===== src/rtl/sa_input_skewer.sv =====
// sa_input_skewer: ping-pong row buffer that replays each buffered NxN
// activation matrix as a diagonally skewed stream (lane k delayed k beats).
module sa_input_skewer #(
  parameter int N  = 3,
  parameter int DW = 8
) (
  input  logic            clk,
  input  logic            reset,
  input  logic [31:0]     in_data,
  input  logic            in_valid,
  output logic            in_ready,
  output logic [N*DW-1:0] out_data,
  output logic            out_valid,
  input  logic            out_ready,
  output logic            out_first,
  output logic            out_last,
  output logic            frame_done,
  output logic [1:0]      bank_full
);
  localparam int STEPS = 2*N - 1;
  localparam int SW    = (STEPS > 1) ? $clog2(STEPS) : 1;
  localparam int RW    = (N > 1) ? $clog2(N) : 1;
  localparam int LW    = N*DW;

  typedef enum logic {S_IDLE, S_STREAM} state_t;

  state_t        r_state;
  logic [LW-1:0] r_mem [2][N];
  logic [1:0]    r_full;
  logic          r_wr_bank;
  logic          r_rd_bank;
  logic [RW-1:0] r_row;
  logic [SW-1:0] r_step;
  logic [LW-1:0] r_out_data;
  logic          r_out_valid;
  logic          r_out_first;
  logic          r_out_last;
  logic          r_frame_done;

  logic          w_wr;
  logic          w_wr_last;
  logic          w_acc;
  logic          w_acc_last;
  logic          w_sel_bank;
  logic [SW-1:0] w_sel_step;
  logic [LW-1:0] w_beat;
  logic [1:0]    w_full_nxt;
  logic          w_unused_hi;

  assign in_ready    = !r_full[r_wr_bank];
  assign w_wr        = in_valid && in_ready;
  assign w_wr_last   = w_wr && (r_row == RW'(N-1));
  assign w_acc       = (r_state == S_STREAM) && r_out_valid && out_ready;
  assign w_acc_last  = w_acc && (r_step == SW'(STEPS-1));
  assign w_unused_hi = ^in_data[31:LW];

  // Beat to register next: the first load uses the current step, an accepted
  // last beat rolls over to step 0 of the other bank, otherwise advance.
  always_comb begin
    w_sel_bank = r_rd_bank;
    w_sel_step = r_step;
    if (r_out_valid) begin
      if (r_step == SW'(STEPS-1)) begin
        w_sel_bank = ~r_rd_bank;
        w_sel_step = '0;
      end else begin
        w_sel_step = r_step + SW'(1);
      end
    end
  end

  // Anti-diagonal select: element (r,k) appears on lane k at step r+k.
  always_comb begin
    w_beat = '0;
    for (int unsigned r = 0; r < N; r++)
      for (int unsigned k = 0; k < N; k++)
        if (r + k == 32'(w_sel_step))
          w_beat[k*DW +: DW] = r_mem[w_sel_bank][r][k*DW +: DW];
  end

  always_comb begin
    w_full_nxt = r_full;
    if (w_wr_last)  w_full_nxt[r_wr_bank] = 1'b1;
    if (w_acc_last) w_full_nxt[r_rd_bank] = 1'b0;
  end

  always_ff @(posedge clk) begin
    if (w_wr) r_mem[r_wr_bank][r_row] <= in_data[LW-1:0];
  end

  always_ff @(posedge clk) begin
    if (reset) begin
      r_state      <= S_IDLE;
      r_full       <= '0;
      r_wr_bank    <= 1'b0;
      r_rd_bank    <= 1'b0;
      r_row        <= '0;
      r_step       <= '0;
      r_out_data   <= '0;
      r_out_valid  <= 1'b0;
      r_out_first  <= 1'b0;
      r_out_last   <= 1'b0;
      r_frame_done <= 1'b0;
    end else begin
      r_frame_done <= 1'b0;
      r_full       <= w_full_nxt;
      if (w_wr) begin
        if (w_wr_last) begin
          r_row     <= '0;
          r_wr_bank <= ~r_wr_bank;
        end else begin
          r_row <= r_row + RW'(1);
        end
      end
      if (w_acc_last) begin
        r_rd_bank    <= ~r_rd_bank;
        r_frame_done <= 1'b1;
      end
      case (r_state)
        S_IDLE: begin
          if (r_full[r_rd_bank]) begin
            r_state <= S_STREAM;
            r_step  <= '0;
          end
        end
        S_STREAM: begin
          if (w_acc_last && !r_full[~r_rd_bank]) begin
            r_state     <= S_IDLE;
            r_out_valid <= 1'b0;
            r_out_data  <= '0;
            r_out_first <= 1'b0;
            r_out_last  <= 1'b0;
          end else if (!r_out_valid || out_ready) begin
            r_out_valid <= 1'b1;
            r_step      <= w_sel_step;
            r_out_data  <= w_beat;
            r_out_first <= (w_sel_step == '0);
            r_out_last  <= (w_sel_step == SW'(STEPS-1));
          end
        end
        default: r_state <= S_IDLE;
      endcase
    end
  end

  assign out_data   = r_out_data;
  assign out_valid  = r_out_valid;
  assign out_first  = r_out_first;
  assign out_last   = r_out_last;
  assign frame_done = r_frame_done;
  assign bank_full  = r_full;

endmodule


===== config.mk =====
export PLATFORM = sky130hd
export DESIGN_NAME = sa_input_skewer
export DESIGN_NICKNAME = d
export VERILOG_FILES = /design/src/rtl/sa_input_skewer.sv
export SDC_FILE = /design/constraint.sdc
export NUM_CORES = 1
export LEC_CHECK = 0
export CAP_MARGIN = 20
export CORE_ASPECT_RATIO = 1.2
export CORE_UTILIZATION = 50
export DETAILED_ROUTE_END_ITERATION = 10
export PLACE_DENSITY_LB_ADDON = 0.2
export SLEW_MARGIN = 20
export SYNTH_ARGS = -nofsm -noshare
export SYNTH_HDL_FRONTEND = slang
export SYNTH_SLANG_ARGS = --single-unit

===== constraint.sdc =====
create_clock -name clk -period 4.7 [get_ports clk]
set_input_delay 0.94 -clock clk [delete_from_list [all_inputs] [get_ports clk]]
set_output_delay 0.94 -clock clk [all_outputs]
set_load 0.01 [all_outputs]

=== Yosys cells after proc, flatten, opt, wreduce, memory -nomap -nowiden ===
Memories as Yosys holds them, arrays and structs flattened.
Cells that the tools add are included.

* Memories kept: 1
* Memory bits (writable): 144
* Bits in registers: 38
* Input bits: 36

{| class="wikitable"
|+ Memories
! memory !! depth !! bits a word !! rd ports !! clocked after Yosys merged registers in !! write ports !! line !! text
|-
| r_mem || 2 || 72 || 1 || 0 || 1 || 28 || <nowiki>logic [LW-1:0] r_mem [2][N];</nowiki>
|}

* Mux-type cells: 46
* Bitwise operators: 7
* Add/sub/neg operators: 2
* Reductions and logical operators: 18
* $lt $le $gt $ge: 7
* Equal/unequal tests: 10

{| class="wikitable"
|+ Operators with widths
! cell !! number
|-
| two-way mux 24 bit || 3
|-
| two-way mux 72 bit || 1
|-
| two-way mux 8 bit || 9
|-
| demux 24 bit (select 2 bit) || 1
|-
| two-way mux 1 bit || 20
|-
| two-way mux 3 bit || 5
|-
| logical AND 1 bit || 9
|-
| == test 2 x 3 -> 1 bit, first input constant || 2
|-
| == test 3 bit, second input constant || 2
|-
| < comparator 1 x 2 -> 1 bit, second input constant || 3
|-
| two-way mux 2 bit || 3
|-
| case mux 3 bit (2 select lines) || 1
|-
| != test 2 bit, second input constant || 2
|-
| AND reduction 2 bit || 2
|-
| adder 3 x 1 -> 3 bit, second input constant || 1
|-
| == test 1 x 3 -> 1 bit, first input constant || 1
|-
| == test 3 bit, first input constant || 1
|-
| greater-or-equal comparator 3 bit, second input constant || 1
|-
| zero test 1 bit || 3
|-
| zero test 3 bit || 1
|-
| < comparator 3 x 1 -> 1 bit, second input constant || 1
|-
| NOT 1 bit || 3
|-
| NOT 2 -> 3 bit || 1
|-
| AND reduction 3 bit || 1
|-
| other kinds (11) || 13
|}

=== Depth between registers and ports, before layout ===
Gate-level depths: netlist of the first run.

* Depth in word-level cells: 9
* Mapped depth: 9
* Depth with buffers taken out: 7

=== Least setup slack after synthesis of the first run ===
OpenSTA, ideal clock, no wires.

* Path type: register to register
* Start: reg r_wr_bank
* End: mem r_mem[0][0] (netlist bit), enable pin
* Data arrival time: 3735 ps
* Cell stages (with the launch flop): 5
* Path buffers: 1
* Period minus slack after synthesis: 4213 ps
* Path slack: 487 ps
* Setup time: 478 ps
* Cell sequence: dfxtp_1 -> clkbuf_1 -> mux2i_1 -> nand2_1 -> nor4b_1

* Longest elaborated chain between the ends: 6

{| class="wikitable"
|+ Ends and longest elaborated chain
! item !! line !! text
|-
| start, declared || 30 || <nowiki>logic r_wr_bank;</nowiki>
|-
| start signal, assigned || 110 || <nowiki>r_wr_bank <= ~r_wr_bank;</nowiki>
|-
| two-way mux 1 bit (not written as such) (2 in a row) || 50 || <nowiki>assign in_ready = !r_full[r_wr_bank];</nowiki>
|-
| zero test 1 bit || 50 ||
|-
| net in_ready || 11 || <nowiki>output logic in_ready,</nowiki>
|-
| logical AND 1 bit || 51 || <nowiki>assign w_wr = in_valid && in_ready;</nowiki>
|-
| two-way mux 1 bit || 88 || <nowiki>if (w_wr) r_mem[r_wr_bank][r_row] <= in_data[LW-1:0];</nowiki>
|-
| two-way mux 72 bit (not written as such) || 88 ||
|-
| end, declared || 28 ||
|}

The timed path passes the listed nets, and every way through them passes these cells. The select of a mux whose other input is x is not followed.

=== Worst setup path in the final report of the first run ===
* Start: reg r_step[0]
* End: reg r_out_data[11] (netlist: out_data[11])

* Longest elaborated chain between the ends: 9
* Elaborated cells on any way between the ends: 19
* Those cells by class: add/sub: 1; eq/ne: 4; mux: 9; reduce/logical: 4; memory: 1

{| class="wikitable"
|+ Ends and longest elaborated chain
! item !! line !! text
|-
| start, declared || 33 || <nowiki>logic [SW-1:0] r_step;</nowiki>
|-
| start signal, assigned || 135 || <nowiki>r_step <= w_sel_step;</nowiki>
|-
| adder 3 x 1 -> 3 bit / == test 3 bit (equally long branches) || 67, 54, 63 ||
|-
| two-way mux 3 bit / two-way mux 1 bit (equally long branches) || 63 || <nowiki>if (r_step == SW'(STEPS-1)) begin</nowiki>
|-
| two-way mux 3 bit / two-way mux 1 bit (equally long branches) || 62 || <nowiki>if (r_out_valid) begin</nowiki>
|-
| == test 1 x 3 -> 1 bit / memory (2 x 72 bit) (equally long branches) || n/a ||
|-
| two-way mux 8 bit (3 in a row) || 77 || <nowiki>if (r + k == 32'(w_sel_step))</nowiki>
|-
| two-way mux 24 bit || 133 || <nowiki>end else if (!r_out_valid || out_ready) begin</nowiki>
|-
| two-way mux 24 bit || 127 || <nowiki>if (w_acc_last && !r_full[~r_rd_bank]) begin</nowiki>
|-
| end signal, assigned || 136 || <nowiki>r_out_data <= w_beat;</nowiki>
|-
| end, declared || 34 || <nowiki>logic [LW-1:0] r_out_data;</nowiki>
|}

Several ways; a longest one is shown, not always the timed one. The select of a mux whose other input is x is not followed.
A chain may end at the register's enable or synchronous reset.

==> reports/summary.md, run 1 <==
The remaining routing DRC violations came out at 4. Entering global routing, the biggest net connects 47 pins. Clock skew on the completed layout was measured at 0.00484 ns. The worst register-to-register path has a depth of 8. The logs give 7220 sq um for the cell area after technology mapping and 6400 um for the detailed-route wire length on metal 1. Combinational logic is responsible for 3.7% of the overall power. The tools report the post-cts repair resize count as 0.

The total overflow left after global routing is 0. The count of buffers from port buffering works out to 58. Setup violations remaining at the end of the flow were counted as 0. Measured along the y axis, the die boundary spans 134 um. The clock network power share is 42.1%.

Detailed placement ended at an HPWL of 8490 um. For the finished layout, the period the worst path requires is 3.05 ns. In this run the number of H-tree levels came out at 4. Clock tree synthesis found a total of 182 sinks. Dividing total power by cell area gives a power density of 385 nW/um^2. In the final routed layout, each cell accounts on average for 21.2 um. The setup check on the worst reg-to-reg path leaves a slack of 1.65 ns. The top cell types in the final layout, fill and taps aside, are 144 x edfxtp_1, 58 x clkdlybuf4s50_1, 53 x nand2_1, 50 x mux2i_1, 38 x dfxtp_1. After detailed routing, the number of vias per cell comes to 5.95. The pin slew with the least headroom to its limit is 1.13 ns, and the via count is 4283. The share of cells above drive strength 1 came out at 11.5%. 0 antenna diodes ended up in the layout. When the netlist entered floorplanning its net count stood at 515.

The logs give 21.6% for the global routing usage summed across all routing layers and 0 for the count of final hold-check violations. The logs give 17 for the number of buffers created by CTS and 2.93 nW for the leakage power. Setup slack closes at 1.65 ns.

The share of synthesized registers carrying an async set or reset was 0%; the fmax was 328 MHz. The die covers 14900 sq um. Clock latency on the worst-skew pair, taken at its later pin, is 0.42 ns. Setup repair after global routing left no endpoint under its margin. The master cell of the clock root buffer is clkbuf_16. The cell row count is 47, and the total internal power is 0.00264 W.

Overall power consumption after layout is estimated at 0.00330 W. The placement-stage worst setup slack came out at 1.25 ns. Counting flops with a built-in enable in the synthesized netlist gives 144.

In this run, flip-flops and latches consume 54.3% of the power. By startpoint and endpoint, the worst setup path is classified as flop to flop. The critical path capture point type is a flop. TritonCTS built the clock tree. The number of different library cells used by synthesis comes to 59. The launching element type of the critical path is a flop. The peak ir drop on the vdd network is 0.000254 V. The filler cells instantiated in the layout total 1062.

The tools report the first-pass iteration count of the detailed router as 8. In the detailed route, the total length drawn on met3 is 822 um. The tools report the worst reg2reg path endpoint as out_data[11].

The run finished, with violations left. The worst register-to-register path begins at r_step[0]. In this run the power spent charging and discharging nets is 0.000661 W. For this design, the CTS-stage hold fixing added 0 buffers. The remaining number of nets flagged by the antenna check after routing was 0. The tools report the sequential cell area fraction in the yosys report as 70.4%.

The first global-routing pass estimated 24000 um of wire. The arrival time of data at the critical path endpoint is 3.36 ns, and the number of synthesized register bits is 182. Following the worst setup path forward leads to its endpoint at out_data[11]. Averaged over all synthesized cells, the footprint is 15.1 sq um. The most common cell after layout, fill and taps aside is edfxtp_1.

The floorplan step defined a core boundary enclosing 13900 sq um. In this run the tightest slew margin relative to its limit is 24.8%. The final reports fail on DRC.

After detailed routing, no signal wire sits above met4. Along the worst path, the maximum fanout reaches 24. Adding up every negative setup slack in the final design gives 0 ns. The die is 112 um wide. The run gives 0 as the initial antenna violation count.

The critical path starts at r_step[0]. The path category of the worst min-delay check was flop to flop. 67 I/O pins were placed. For the worst setup path, the data required time is 5.01 ns.

Detailed-route wire length: 15200 um. Number of nets in the layout: 574. Number of DRC markers after the initial detailed-route iteration: 275. Routability-driven placement finished with a final weighted congestion of 0.781.

The ratio of final minimum period to clock period is 64.9%, and the met2 wire length is 7790 um. Synthesis produced 477 cells. Number of global-route vias before repair: 4447. Across the run, the number of max-cap violations was 0.

The top flip-flop cell by instance count after synthesis was edfxtp_1. The longest clock path from root to sink contains 2 buffers. For the count of final max-slew check failures, the log shows 0. Yosys printed 0 warnings. Clock-pin slew on the worst setup and hold paths: 0.06 ns.

The initial core utilization came out at 51.8%. The area growth from synthesis to layout is 18.5%. The post-CTS repair timing setup buffer count is 0. The switching part of the total works out to 20.0%.
[sequential cells by signal (all words and copies together), names as in the netlist]
signal and count:
out_data 24, out_valid 1, out_last 1, r_state 1, r_row 2, r_step 3
r_wr_bank 1, r_mem 144, frame_done 1, bank_full 2, r_rd_bank 1, out_first 1
[cell families after synthesis]
family                     Yosys count  synth area share, %
adders and majority gates            2                0.347
DFF                                182                 70.4
and+or+nand+nor                    102                 6.97
muxes                               53                 7.40
xor gates and xnor gates             4                 1.01
buffers and inverters               29                 2.25
AOI/OAI and AO/OA                  105                 11.6
[synth_stat cells (all sizes together) (2+ instances only)]
cell       n  area (sq um)
nand3      2          22.5
dfxtp     38           761
o211a      2          20.0
o22ai      3          18.8
a32oi      2          17.5
nand2b     4          25.0
mux2i     50           500
or3        3          18.8
o221ai    17           149
nor2      15          56.3
ha         2          25.0
a2bb2oi    3          26.3
clkbuf     8          30.0
inv        3          11.3
a22o      16           140
mux2       3          33.8
nor3       6          30.0
o21ai      4          20.0
nand2     55           216
and3       2          17.5
a31o       4          35.0
o21ba      2          26.3
buf       18           121
o32ai      2          17.5
and2       3          20.0
a22oi      4          30.0
xnor2      4          72.6
a31oi     18           128
a21oi     16          87.6
nor2b      4          25.0
edfxtp   144          4320
and3b      2          18.8
o22a       7          61.3
[power groups by stage]
stage / combinational [W] / clock [W] / sequential (W)
final: 0.000121 / 0.00139 / 0.00179
after floorplan: 0.0000549 / 0 / 0.00182
after CTS: 0.000122 / 0.00140 / 0.00179
after global placement: 0.000117 / 0 / 0.00182
after detailed placement: 0.000121 / 0 / 0.00182
after global routing: 0.000131 / 0.00146 / 0.00179
[layout make-up]
type / count / area [sq um] / share of cell area (%)
flip-flops and latches: 182 / 5080 / 59.4
repair buffers: 66 / 666 / 7.78
clock inverters: 11 / 123 / 1.43
well taps: 171 / 214 / 2.50
clock buffers: 21 / 460 / 5.38
multi-input cells: 266 / 2000 / 23.4
inverters: 3 / 11.3 / 0.132
[metrics by stage]
stage	hold slack (ns)	util (%)	instance area, sq um	instances
floorplan	0.474	-	7220	477
global placement	0.438	57.2	7970	688
detailed placement	0.446	57.2	7970	688
CTS	0.453	61.4	8560	720
global route	0.479	61.4	8560	720
finish	0.449	61.4	8560	720
[critical path, cell delays in order, from the launching register on]
cell and delay, ns:
dfxtp_1 0.46, inv_1 0.17, ha_1 0.33, and3_4 0.25
xnor2_4 0.80, buf_12 0.28, mux2i_1 0.20, o221ai_1 0.16
a22o_1 0.25
[worst min path at each step]
stage	startpoint	end	cells after the start
4_1_cts	out_first	out_first	2
5_1_grt	out_first	out_first	2
2_1_floorplan	out_data[22]	out_data[22]	2
6_report	out_first	out_first	2
3_5_place_dp	out_first	out_first	2
3_3_place_gp	out_first	out_first	2
[metal layers]
layer	GRT usage, %	vias to the layer above
met1	27.7	2140
met4	9.68	0
met3	3.37	17
met2	36.4	141
met5	0	-
li1	-	1985
No activity file was read; power rests on OpenSTA's default activity.
==> run 2, diff against run 1 <==
==> constraint.sdc (replaced) <==
create_clock -name clk -period 2.5 [get_ports clk]
set_input_delay 0.5 -clock clk [delete_from_list [all_inputs] [get_ports clk]]
set_output_delay 0.5 -clock clk [all_outputs]
set_load 0.01 [all_outputs]
==> run 2 against run 1 <==
The flow still finishes with violations (DRC). Cell area grew 3.0%. Count of clock-buffer cells in the layout grew 3. Core utilization grew 1.8 points. Sequential share of layout area shrank 1.7 points. Power grew 88%. Clock power grew 86%. Non-clock buffer count grew 21. Setup slack lost 1.5 ns. Flip-flop and latch count is the same. Global-route usage grew 0.14 points. Critical path type is now flop to output pin. Largest power group unchanged.
==> reports/summary.md, run 2 (synthesized netlist as in run 1, its figures left out) <==
The clock tree synthesis step divided the H-tree into 4 levels. TritonCTS built the clock tree. The die width was 112 um; the cell area after layout was 8810 sq um. The repair_antennas step left the layout with diodes totalling 0. The tools report the number of global-route vias before repair as 4296. The buffers plus inverters on the worst setup path was 1. The cell row count is 47. The tools report the core occupancy in the finished layout as 63.2%. The worst register-to-register path has a setup slack of 0.18 ns. Clock skew on the completed layout was measured at 0.00742 ns. The die is 134 um tall. The run gives 0 ns as the setup TNS. The setup-violating endpoint count in the final report is 0. In the final routed layout, each cell accounts on average for 20.9 um.

For the total net switching power, the log shows 0.00122 W. More flip-flops sit in one register than any other, and that register is r_mem. The average vias per placed instance is 5.87. On the final layout, the worst hold slack is 0.449 ns. The worst-skew pair later-pin latency was 0.41 ns; the number of DRC markers after the initial detailed-route iteration was 300. The wire length on met3 came out at 663 um. Setup repair after global routing left no endpoint under its margin. IR analysis of the VDD net gives a maximum drop of 0.000458 V. Detailed-route wire length: 15500 um.

Routed signal wires occupy layers up through met4. For the I/O pin count, the log shows 67. In the routed design, unresolved DRC markers number 7. The flip-flop count of the largest register after layout was 144. The final reports fail on DRC.

In this run, post-CTS repair resized a total of 0 instances. At the worst endpoint, the arrival time is 1.83 ns. Summed over all layers, the global routing overflow is 0.

The area growth from synthesis to layout was 22.0%; the met2 wire length was 7850 um. For this design the static power due to leakage is 3.05 nW. In this run the tightest slew margin relative to its limit is 52.5%.

Source of the worst hold timing path: out_data[22]. Entering global routing, the biggest net connects 26 pins. The via count was 4348. The flow ran to the end, but the final reports show violations. The portion of total power attributed to sequential cells came out at 54.3%. Before antenna repair, the detailed router went through 7 iterations.

Startpoint of the worst register-to-register path: r_step[1]. For the pin with the worst max-slew slack, the measured transition is 0.712 ns. The tools report the fmax as 429 MHz.

Master cell of the clock root buffer: clkbuf_16. After detailed placement, the total cell area comes to 8230 sq um. TritonCTS created 17 clock buffers.

For the detailed-route wire length on metal 1, the log shows 6770 um. The areal power density over the cells works out to 703 nW/um^2. The placeable core region came out at 13900 sq um. Worst-case reg-to-reg path depth: 8. The tools report the count of final hold-check violations as 0. In the layout the commonest cells are 144 x edfxtp_1, 58 x clkdlybuf4s50_1, 53 x nand2_1, 50 x mux2i_1, 38 x dfxtp_1. The weighted congestion reported at the end of routability-driven placement came out at 0.792. Critical path class: flop to output pin. The path with the worst hold slack has its endpoint at out_data[22]. The total internal power came out at 0.00497 W. The cell class contributing the biggest share of worst-path delay is flip-flops. The tools report the initial antenna violation count as 0. The worst reg2reg path endpoint was out_data[12]. The critical path capture point type was an output pin.

The worst setup path is launched from a flop. In this run, the combinational gates consume 4.0% of the power. The count of final max-slew check failures was 0. Clock-pin slew was measured on the worst setup and hold paths at 0.06 ns. During placement, the flow inserted port buffers numbering 58. The remaining number of nets flagged by the antenna check after routing is 0, and the global routing usage summed across all routing layers is 21.8%. The worst endpoint required time was 2.00 ns; the number of nets in the layout was 595. The post-route netlist has 13.7% of its cells at a drive strength greater than 1. The worst stage delay on the critical path works out to 0.58 ns. Along the worst path, the maximum fanout reaches 8.

In this run the deepest clock path goes through 2 buffers. The first global-routing pass estimated 24000 um of wire. The tools report the post-detailed-placement half-perimeter wirelength as 9110 um. The total number of clock tree sinks is 182. For this design, the slowest cell found on the critical path is dfxtp_1. The worst path needs 2.33 ns of the cycle, external delays included.

Leaving out fill and tap cells, the most frequent cell in the layout is edfxtp_1. In this run, the clock network consumes 41.7% of the power. The tools report the overall power after layout as 0.00620 W.

In this run the worst hold path is classified as flop to flop. The initial utilization of the core area, before any placement, comes to 51.8%. The instance count along the most critical hold path was 2; the switching part of the total was 19.7%. The logs give 1034 for the number of fill cells and 0 for the quantity of hold-fixing buffers added after cts. In the finished design, the share of the clock period the worst path needs comes to 93.2%. Traced cell by cell, the critical path runs through mux2i_1 -> clkdlybuf4s50_1. The area enclosed by the die boundary is 14900 sq um, and the number of max-cap violations is 0.
run 2: cell count changes in the layout (fill, tap and decap cells not counted), sizes merged:
| cell | before | now |
|---|---|---|
| buf | 8 | 29 |
| inv | 5 | 4 |
| clkbuf | 21 | 24 |
| clkinvlp | 3 | 2 |
| clkinv | 4 | 3 |
run 2: power by group through the flow:
stage | combinational, W | clock (W) | sequential [W]
final | 0.000248 | 0.00258 | 0.00337
after global routing | 0.000269 | 0.00273 | 0.00337
after CTS | 0.000252 | 0.00262 | 0.00337
after detailed placement | 0.000249 | 0 | 0.00343
after global placement | 0.000240 | 0 | 0.00343
after floorplan | 0.000108 | 0 | 0.00343
run 2: per-stage QoR:
stage	worst slack, ns	instances
floorplan	0.00452	477
global placement	0.120	708
detailed placement	0.0393	708
CTS	0.00937	740
global route	0.00111	741
finish	0.171	741
run 2: repair_timing:
item,CTS,global route
hold endpoints to repair,0,0
setup buffers,0,1
endpoints found under the setup margin,0,16
run 2: worst max path at each step:
stage / start / endpoint / cells past startpoint
floorplan: r_wr_bank / r_mem[0][0] / 4
detailed placement: r_step[1] / out_data[6] / 8
finish: r_wr_bank / in_ready / 2
global placement: r_step[1] / out_data[1] / 8
CTS: r_step[1] / out_data[1] / 8
global route: r_step[1] / out_data[12] / 8
run 2: metal layers:
| layer | GRT usage (%) | vias to the layer above |
|---|---|---|
| li1 | - | 2021 |
| met1 | 28.3 | 2191 |
| met2 | 36.4 | 120 |
| met3 | 3.91 | 16 |
| met4 | 8.48 | 0 |
| met5 | 0 | - |
run 2: layout make-up:
type | instances | area (sq um) | area share, %
Clock buffer | 24 | 472 | 5.35
Clock inverter | 8 | 101 | 1.15
Inverter | 3 | 11.3 | 0.128
Multi-Input combinational cell | 266 | 2000 | 22.7
Sequential cell | 182 | 5080 | 57.7
Tap cell | 171 | 214 | 2.43
Timing Repair Buffer | 87 | 923 | 10.5
run 2: worst min-delay path, stage by stage, from the launching register on:
cell	delay, ns
dfxtp_1	0.31
nand2_1	0.05
o21ai_1	0.05
